--- config.mk ---
export PLATFORM = sky130hd
export DESIGN_NAME = pipe_hazard_ctrl
export DESIGN_NICKNAME = d
export VERILOG_FILES = /design/src/rtl/pipe_ctrl_pkg.sv /design/src/rtl/mem_wait_seq.sv /design/src/rtl/pipe_hazard_ctrl.sv
export SDC_FILE = /design/constraint.sdc
export NUM_CORES = 1
export LEC_CHECK = 0
export BUFFER_PORTS_ARGS = -buffer_cell sky130_fd_sc_hd__buf_2
export CELL_PAD_IN_SITES_DETAIL_PLACEMENT = 0
export CELL_PAD_IN_SITES_GLOBAL_PLACEMENT = 2
export CORE_AREA = 3 3 89 82
export CTS_CLUSTER_DIAMETER = 40
export DETAILED_ROUTE_END_ITERATION = 12
export DIE_AREA = 0 0 92 85
export GPL_TIMING_DRIVEN = 0
export PLACE_DENSITY_LB_ADDON = 0.1
export SYNTH_ARGS = -nofsm -noshare
export SYNTH_HDL_FRONTEND = slang
export SYNTH_SLANG_ARGS = --single-unit
--- constraint.sdc ---
create_clock -name clk -period 2.2 [get_ports clk]
set_clock_uncertainty 0.1 [all_clocks]
set_input_delay 0.33 -clock clk [delete_from_list [all_inputs] [get_ports clk]]
set_output_delay 0.33 -clock clk [all_outputs]
set_load 0.005 [all_outputs]
--- src/rtl/pipe_ctrl_pkg.sv ---
// pipe_ctrl_pkg: shared FSM state type and constants for the pipeline hazard controller
package pipe_ctrl_pkg;
  localparam int REG_W = 4;
  localparam int MEM_WAIT_DEF = 4;
  typedef enum logic {IDLE, BUSY} mem_state_e;
endpackage

--- src/rtl/mem_wait_seq.sv ---
// mem_wait_seq: data-memory wait-state sequencer (clk, rst, mem_req -> freeze_mem, mem_ready)
module mem_wait_seq
  import pipe_ctrl_pkg::*;
#(
  parameter int MEM_WAIT = MEM_WAIT_DEF
) (
  input  logic clk,
  input  logic rst,
  input  logic mem_req,
  output logic freeze_mem,
  output logic mem_ready
);
  localparam logic [3:0] W_INIT = 4'(MEM_WAIT - 1);
  mem_state_e state_q, state_d;
  logic [3:0] wcnt_q, wcnt_d;
  logic start;
  always_comb begin
    start = state_q == IDLE && mem_req && MEM_WAIT != 0;
    freeze_mem = start || (state_q == BUSY && wcnt_q != 4'd0);
    mem_ready = MEM_WAIT == 0 ? mem_req : state_q == BUSY && wcnt_q == 4'd0;
    state_d = start ? BUSY : (state_q == BUSY && wcnt_q != 4'd0) ? BUSY : IDLE;
    wcnt_d = start ? W_INIT : wcnt_q != 4'd0 ? wcnt_q - 4'd1 : 4'd0;
  end
  always_ff @(posedge clk or posedge rst)
    if (rst) begin
      state_q <= IDLE;
      wcnt_q <= '0;
    end else begin
      state_q <= state_d;
      wcnt_q <= wcnt_d;
    end
endmodule

--- src/rtl/pipe_hazard_ctrl.sv ---
// pipe_hazard_ctrl: freeze/flush controller (ID/EX/MEM hazard indices, mem_req, branch_taken -> freezes, flushes, mem_ready, stall/flush counters)
module pipe_hazard_ctrl
  import pipe_ctrl_pkg::*;
#(
  parameter bit FWD_EN = 1'b1,
  parameter int MEM_WAIT = MEM_WAIT_DEF,
  parameter int CNT_W = 16
) (
  input  logic             clk,
  input  logic             rst,
  input  logic [REG_W-1:0] id_src1,
  input  logic [REG_W-1:0] id_src2,
  input  logic             id_src1_vld,
  input  logic             id_src2_vld,
  input  logic             exe_wb_en,
  input  logic             exe_mem_r_en,
  input  logic [REG_W-1:0] exe_dest,
  input  logic             mem_wb_en,
  input  logic [REG_W-1:0] mem_dest,
  input  logic             mem_req,
  input  logic             branch_taken,
  output logic             freeze_pc,
  output logic             freeze_if_id,
  output logic             flush_if_id,
  output logic             flush_id_ex,
  output logic             freeze_back,
  output logic             mem_ready,
  output logic [CNT_W-1:0] stall_cnt,
  output logic [CNT_W-1:0] flush_cnt
);
  logic freeze_mem, hazard, e1, e2, m1, m2, do_stall, do_flush;
  logic [CNT_W-1:0] stall_cnt_q, stall_cnt_d, flush_cnt_q, flush_cnt_d;
  mem_wait_seq #(.MEM_WAIT(MEM_WAIT)) u_seq (
    .clk(clk),
    .rst(rst),
    .mem_req(mem_req),
    .freeze_mem(freeze_mem),
    .mem_ready(mem_ready)
  );
  always_comb begin
    e1 = id_src1_vld && exe_wb_en && exe_dest == id_src1;
    e2 = id_src2_vld && exe_wb_en && exe_dest == id_src2;
    m1 = id_src1_vld && mem_wb_en && mem_dest == id_src1;
    m2 = id_src2_vld && mem_wb_en && mem_dest == id_src2;
    hazard = FWD_EN ? exe_mem_r_en && (e1 || e2) : e1 || e2 || m1 || m2;
    do_flush = !freeze_mem && branch_taken;
    do_stall = !freeze_mem && !branch_taken && hazard;
    freeze_pc = freeze_mem || do_stall;
    freeze_if_id = freeze_mem || do_stall;
    freeze_back = freeze_mem;
    flush_if_id = do_flush;
    flush_id_ex = do_flush || do_stall;
    stall_cnt_d = (do_stall && !(&stall_cnt_q)) ? stall_cnt_q + CNT_W'(1) : stall_cnt_q;
    flush_cnt_d = (do_flush && !(&flush_cnt_q)) ? flush_cnt_q + CNT_W'(1) : flush_cnt_q;
  end
  always_ff @(posedge clk or posedge rst)
    if (rst) begin
      stall_cnt_q <= '0;
      flush_cnt_q <= '0;
    end else begin
      stall_cnt_q <= stall_cnt_d;
      flush_cnt_q <= flush_cnt_d;
    end
  assign stall_cnt = stall_cnt_q;
  assign flush_cnt = flush_cnt_q;
endmodule
# Word-level counts from Yosys, hierarchy flattened
# Cells that the tools add are included.
dict set report classes {
  n_addsub 3
  eq_ne 2
  mux 4
  bitwise_logic 1
  n_reduce_logical 25
}
# operator count
set ops {}
lappend ops {{16-bit by 1-bit adder with 16-bit output (second input constant)} 2}
lappend ops {{16-bit AND reduction} 2}
lappend ops {{1-bit logical AND} 13}
lappend ops {{4-bit equality test} 2}
lappend ops {{4-bit two-way mux} 2}
lappend ops {{1-bit logical NOT} 4}
lappend ops {{4-bit logical NOT} 1}
lappend ops {{1-bit logical OR} 4}
lappend ops {{4-bit nonzero test} 1}
lappend ops {{4-bit by 1-bit subtractor with 4-bit output (second input constant)} 1}
lappend ops {{1-bit two-way mux} 2}
lappend ops {{1-bit NOT} 1}
dict set report word_totals {
  ff_bits 37
  in_bits 25
  word_cells 39
}

# Longest topological paths before layout
# Gate-level depths: netlist of run 1.
dict set report depth {
  word_depth 7
  depth_mapped 7
  mapped_depth_nobuf 6
}

# Hierarchy
# A second synthesis of run 1 with hierarchy kept.
dict set report unflattened {
  hier_cells 184
  area_unflattened_um2 1920.6
}
# module instances cells_per_inst area_each_um2 seq_area_each_um2
set by_module_without_submodules {}
lappend by_module_without_submodules {pipe_hazard_ctrl 1 163 1701.6 800.8}
lappend by_module_without_submodules {mem_wait_seq 1 21 219.0 125.1}

# Worst setup path before layout of run 1
# OpenSTA, ideal clock, no wires.
dict set report synth_path {
  kind {reg2reg}
  from {reg stall_cnt_q[0], in the netlist stall_cnt[0]}
  to {reg stall_cnt_q[1], in the netlist stall_cnt[1]}
  setup_ns 0.125
  arrival_ns 1.709
  setup_slack_ns 0.266
  path_stages_with_launch 7
  n_path_buf 0
  synth_period_minus_slack_ns 1.934
  path_cell_list {dfrtp_1 -> ha_1 -> nand4_1 -> nor4_2 -> a21oi_2 -> o21ai_1 -> mux2_2}
}
dict set report synth_between {
  elab_chain_len 3
  word_cells_on_any_way 4
  cone_classes {1 x add/sub; 3 x reduce/logical}
}
# item line_no
set synth_rtl {}
lappend synth_rtl {{start, declared} pipe_hazard_ctrl.sv:32} ;# logic [CNT_W-1:0] stall_cnt_q, stall_cnt_d, flush_cnt_q, flush_cnt_d;
lappend synth_rtl {{start signal, assigned} pipe_hazard_ctrl.sv:61} ;# stall_cnt_q <= stall_cnt_d;
lappend synth_rtl {{parallel branches: the longest is 3 deep, another holds 16-bit by 1-bit adder with 16-bit output} n/a}
# Parallel ways; which one is timed is not known.
# A chain may end at the register's enable or synchronous reset.

# Final worst setup path of run 1
dict set report layout_path {
  from {reg u_seq.wcnt_q[0]}
  to {out freeze_pc}
}
dict set report layout_between {
  elab_chain_len 7
}
# item line_no
set layout_rtl {}
lappend layout_rtl {{start, declared} mem_wait_seq.sv:15} ;# logic [3:0] wcnt_q, wcnt_d;
lappend layout_rtl {{start signal, assigned} mem_wait_seq.sv:30} ;# wcnt_q <= wcnt_d;
lappend layout_rtl {{4-bit nonzero test *} mem_wait_seq.sv:19} ;# freeze_mem = start || (state_q == BUSY && wcnt_q != 4'd0);
lappend layout_rtl {{1-bit logical AND *} mem_wait_seq.sv:19}
lappend layout_rtl {{1-bit logical OR *} mem_wait_seq.sv:19}
lappend layout_rtl {{1-bit logical NOT} pipe_hazard_ctrl.sv:47} ;# do_stall = !freeze_mem && !branch_taken && hazard;
lappend layout_rtl {{1-bit logical AND (2 in series)} pipe_hazard_ctrl.sv:47}
lappend layout_rtl {{1-bit logical OR *} pipe_hazard_ctrl.sv:48} ;# freeze_pc = freeze_mem || do_stall;
lappend layout_rtl {{end, declared} pipe_hazard_ctrl.sv:22} ;# output logic freeze_pc,
# Mark *: on every way between the ends. The rest lies on a longest branch, timed or not.

==> results of run 1 <==
## final cells by class
class,instances,area [sq um]
flip-flops and latches,37,927
multi-input cells,134,1040
repair buffers,67,360
clock inverters,2,37.5
plain buffers,5,41.3
well taps,90,113
fillers,693,3890
inverters,5,23.8
clock buffers,6,82.6
## flip-flops by register name (all words and copies together), names as in the netlist
name           flops
flush_cnt         16
u_seq.state_q      1
stall_cnt         16
u_seq.wcnt_q       4
## layer usage
metal / track usage, % / vias up / share of wire (%)
met3: 3.55 / 2 / 3.8
met4: 3.24 / 0 / 0.67
met2: 20.8 / 30 / 47
met1: 18.6 / 786 / 49
li1: - / 818 / -
met5: 0 / - / 0
## power groups by stage
stage	sequential [mW]	combinational (mW)	clock [mW]
after detailed placement	0.888	0.609	0
after global routing	0.896	0.786	0.688
after CTS	0.879	0.701	0.648
after global placement	0.891	0.609	0
final	0.877	0.712	0.628
after floorplan	0.874	0.370	0
## cells by family (layout without fill, tap and decap cells)
family          after synthesis  count (layout)  share of synthesized area [%]
flops                        37              37                           46.7
xor+xnor                     37              37                           16.3
simple gates                 66              66                           20.4
compound gates               26              26                           10.1
mux                           3               3                           1.89
buf+inv                      12              85                           3.34
fa+ha+maj                     2               2                           1.26
## through the flow
| step | TNS, ns | util, % |
|---|---|---|
| after CTS | 0 | 39.5 |
| after global routing | -0.00167 | 40.3 |
| after detailed placement | -0.615 | 36.5 |
| after global placement | -0.795 | 36.5 |
| after floorplan | 0 | - |
| final | 0 | 40.3 |
## cell usage after synthesis
master,count
nor2_1,10
clkbuf_1,1
a2111oi_0,1
and3_1,10
o2111ai_1,7
buf_6,1
a21boi_0,1
buf_4,3
o211ai_1,8
nand2b_1,1
nand3b_1,1
xnor2_1,31
and3_4,1
and4_4,1
nor3_1,4
nand3_4,2
and2_1,2
o21ai_0,4
and4_2,1
nand2_1,10
mux2_2,2
nand4_1,12
nor4_1,2
xor2_1,6
or3_1,1
dfrtp_1,37
buf_2,2
and4_1,2
mux2_4,1
nand3_1,4
a21oi_2,1
and3b_1,1
inv_1,5
o311a_1,2
o21ai_1,1
ha_1,2
a31o_2,1
nor4_2,1
## how the worst min path moves through the flow
stage | to | cells past startpoint
after global placement | stall_cnt[15] | 1
after detailed placement | stall_cnt[15] | 1
after global routing | u_seq.wcnt_q[2] | 2
final | u_seq.state_q | 2
after floorplan | stall_cnt[15] | 1
after CTS | u_seq.wcnt_q[2] | 2
## timing repair
action	CTS	global route
hold buffers	0	0
resized for setup	12	5
setup buffers	5	5
setup endpoints to repair	3	14
cloned	0	0
pin swaps	4	7
==> reports/qor.yml, run 1 <==
relSlewSlack_pct: 47.7
nets: 282
p_sw_uw: 727
numCtsBuffers: 5
slowest_stage: "dfrtp_2"
netlist_area_sq_mm: 0.00198
grt_overflow: 0
setup_violations: 0
cts_htree_levels: 2
timing.rr.start: "stall_cnt[0]"
crit_end: "freeze_pc"
clkPwrFrac_pct: 28.3
place_inst: 330
slew_violations: 0
fmax_mhz: 477
synth_warnings: 0
start_util_pct: 30.4
power_frac_seq_pct: 39.6
ant_nets: 0
worst-path-buf-inv: 2
max_cap_violations: 0
layout-drive-gt1-share_pct: 38.7
finalHoldViolations: 0
min_path_type: "input pin to async pin"
die_h_um: 85
port_buffers: 57
placed_cell_area_sq_mm: 0.00238
setup_ws_ns: 0.104
drtPass1Iterations: 4
grt_usage_pct: 13.4
yosys_register_bits: 37
setup.worst_path.start: "u_seq.wcnt_q[0]"
row_count: 28
syn_area_per_cell_sq_um: 10.8
synth_area_leaders: "dfrtp_1, xnor2_1, nand4_1, and3_1, o2111ai_1"
end_kind: "primary output"
r2r_setup_slack_ns: 0.20
die-area_sq_mm: 0.00782
cts_buffer_depth: 2
place_ws_ns: -0.266
start_kind: "register"
vias: 1636
final_area_sq_mm: 0.00263
worstPathRequired_ns: 1.77
core_sq_mm: 0.00652
drt_iter0_drc: 86
area_growth_pct: 32.5
reg2reg_to: "stall_cnt[1]"
dp_hpwl_um: 3560
p_per_area_mw_per_mm2: 844
root_buffer: "clkbuf_8"
cp_cell_sequence: "nor2_4, a31o_4, inv_6, or3_4, buf_2"
cts_tree: "done"
yosys.cell_types.count: 38
clk_pin_slew_worst_paths_ns: 0.08
fp.dieW_um: 92
worstRegToRegCells: 6
final.hold.worst_slack_ns: 0.0752
ys_seq_area_share_pct: 46.7
wirelength_um: 5050
layout_commonest_cell: "buf_2"
antenna_found_initial: 0
wl_per_cell_um: 14.6
vias_per_cell: 4.73
grt_pass1_wl_um: 8410
ios: 63
worstSetupPathType: "register to primary output"
grt_pass1_vias: 1651
drc_errors: 0
switching_share_pct: 32.8
finalPower_mw: 2.22
yosys.area.top_type: "dfrtp_1"
worstPathMaxFanout: 7
syn_inst: 183
final_cell_mix: "buf_2, dfrtp_1, xnor2_1"
vdd_drop_max_uv: 395
period_needed_ns: 2.10
clkSinkCount: 37
tightest_slew_ns: 0.784
place_congestion: 0.723
fin_crit_sh_pct: 95.3
post-synth-top-area-fraction_pct: 46.7
cp_top_family: "simple AND/OR/NAND/NOR gates"
p_int_mw: 1.49
power_leakage_nw: 1.23
clk_latency_ns: 0.29
antenna_cells: 0
status: "complete, no violations"
arrival_ns: 1.67
path_depth: 5
syn_nets: 210
cpPeakStageDelay_ns: 0.44
grt_max_degree: 38
combPwrFrac_pct: 32.1
final_cells: 346
No activity file was read; power rests on OpenSTA's default activity.
==> inputs of run 2 (changes only) <==
Settings changed: CORE_AREA 3 3 89 82 to 5 5 91 84, DIE_AREA 0 0 92 85 to 0 0 96 89.
==> run 2 against run 1 <==
- final cell count up 0.87%
- combinational power is 3.7% higher
- clock power is 20% lower
- routed wire length up 2.1%
- sequential share of layout area is essentially flat
- fmax fell by 2.2%
- core utilization is 0.058 points higher
- hold slack improved by 0.0051 ns
- sequential power about the same
- die area rose by 9.3%
- critical path type unchanged
- critical endpoint unchanged
- highest routed layer unchanged
==> reports/qor.yml, run 2 (synthesized netlist as in run 1, its figures left out) <==
ant_nets: 0
fmax_mhz: 467
arrival_ns: 1.71
drtPass1Iterations: 4
clkSinkCount: 37
vdd_drop_max_uv: 537
fp.dieW_um: 96
clk_latency_ns: 0.30
grt_usage_pct: 13.2
tns_ns: 0
timing.rr.start: "stall_cnt[0]"
row_count: 28
die_h_um: 89
period_needed_ns: 2.14
vias: 1646
final.hold.worst_slack_ns: 0.0803
nets: 286
cpPeakStageDelay_ns: 0.44
clk_pin_slew_worst_paths_ns: 0.08
die-area_sq_mm: 0.00854
start_util_pct: 30.4
power_leakage_nw: 1.23
antenna_cells: 0
area_growth_pct: 32.7
finalHoldViolations: 0
cts_htree_levels: 2
p_per_area_mw_per_mm2: 807
worst-path-buf-inv: 3
r2r_setup_slack_ns: 0.20
slowest_stage: "dfrtp_2"
tightest_slew_ns: 0.793
relSlewSlack_pct: 47.1
max_cap_violations: 0
wl_per_cell_um: 14.8
dp_hpwl_um: 3610
drt_iter0_drc: 57
grt_max_degree: 38
antenna_found_initial: 0
drc_errors: 0
place_inst: 330
grt_pass1_vias: 1717
min_path_type: "input pin to async pin"
status: "complete, no violations"
end_kind: "primary output"
root_buffer: "clkbuf_8"
core_sq_mm: 0.00652
cts_buffer_depth: 2
wirelength_um: 5160
start_kind: "register"
worstSetupPathType: "register to primary output"
ios: 63
port_buffers: 57
worstPathRequired_ns: 1.77
grt_overflow: 0
numCtsBuffers: 5
setup_violations: 0
slew_violations: 0
cp_top_family: "simple AND/OR/NAND/NOR gates"
cts_tree: "done"
place_congestion: 0.747
cp_cell_sequence: "nor2_4, a31o_4, inv_6, or3_4, buf_4, buf_2"
layout-drive-gt1-share_pct: 40.2
worstRegToRegCells: 6
layout_commonest_cell: "buf_2"
rsz0062_at_grt: "no"
final_cell_mix: "buf_2, dfrtp_1, xnor2_1"
vias_per_cell: 4.72
fin_crit_sh_pct: 97.4
worstPathMaxFanout: 7
reg2reg_to: "stall_cnt[1]"
grt_pass1_wl_um: 8640
final_cells: 349
==> run 2: cell types whose count changed in the layout (fill, tap and decap cells not counted) <==
cell       before  now
bufinv_16       1    0
ha_2            0    1
dfrtp_2         1    3
ha_1            2    1
nor4_2          1    0
nor2_2          1    0
dfrtp_1        36   34
nor2_4          2    3
buf_4          11   15
nor4_1          1    2
==> run 2: metal layers <==
| metal | track usage (%) | part of all wire [%] | vias up |
|---|---|---|---|
| met5 | 0 | 0 | - |
| met3 | 2.69 | 3.5 | 8 |
| met4 | 5.43 | 1.7 | 0 |
| met1 | 18.0 | 48 | 794 |
| li1 | - | - | 817 |
| met2 | 20.5 | 47 | 27 |
==> run 2: how the worst max path moves through the flow <==
stage	startpoint	slack (ns)	end	cells past startpoint
final	u_seq.wcnt_q[0]	0.06	freeze_pc	6
after floorplan	stall_cnt[0]	0.27	stall_cnt[1]	6
after global routing	u_seq.wcnt_q[0]	0.004	freeze_pc	6
after CTS	u_seq.wcnt_q[3]	0.0002	freeze_pc	6
after detailed placement	branch_taken	-0.24	freeze_pc	8
after global placement	branch_taken	-0.27	freeze_pc	8
==> run 2: worst reg2reg max path, stage by stage (launching register included) <==
cell and delay [ns]:
dfrtp_1 0.44, ha_2 0.24, nand4_1 0.21, nor4_4 0.27, a21oi_2 0.13, o21ai_1 0.15, mux2_2 0.36
==> run 2: area by class of cell <==
| type | instances | area, sq um |
|---|---|---|
| clock buffer | 6 | 82.6 |
| inverter | 5 | 23.8 |
| tap | 90 | 113 |
| buffer | 6 | 48.8 |
| clock inverter | 1 | 7.51 |
| timing repair buffer | 70 | 383 |
| fill | 676 | 3880 |
| multi-input combinational | 134 | 1040 |
| sequential | 37 | 930 |
==> run 2: repair_timing <==
action	4_1_cts	5_1_grt
hold buffers	0	0
gates resized for setup	13	7
endpoints found under the setup margin	3	14
buffers inserted	5	8
pin swaps	2	7
==> run 2: power by group <==
| group | switching [mW] | total (mW) | internal, mW |
|---|---|---|---|
| Combinational | 0.356 | 0.738 | 0.382 |
| Sequential | 0.111 | 0.879 | 0.769 |
| Clock | 0.257 | 0.505 | 0.248 |
| Total | 0.724 | 2.12 | 1.40 |
==> run 2: stage by stage <==
stage | util, % | power [mW] | setup slack, ns | instance area, sq um
after global routing | 40.4 | 2.27 | 0.00371 | 2630
after CTS | 39.1 | 2.12 | 0.000208 | 2550
final | 40.4 | 2.12 | 0.0571 | 2630
after detailed placement | 36.5 | 1.49 | -0.239 | 2380
after global placement | 36.5 | 1.49 | -0.267 | 2380
after floorplan | - | 1.24 | 0.266 | 1980
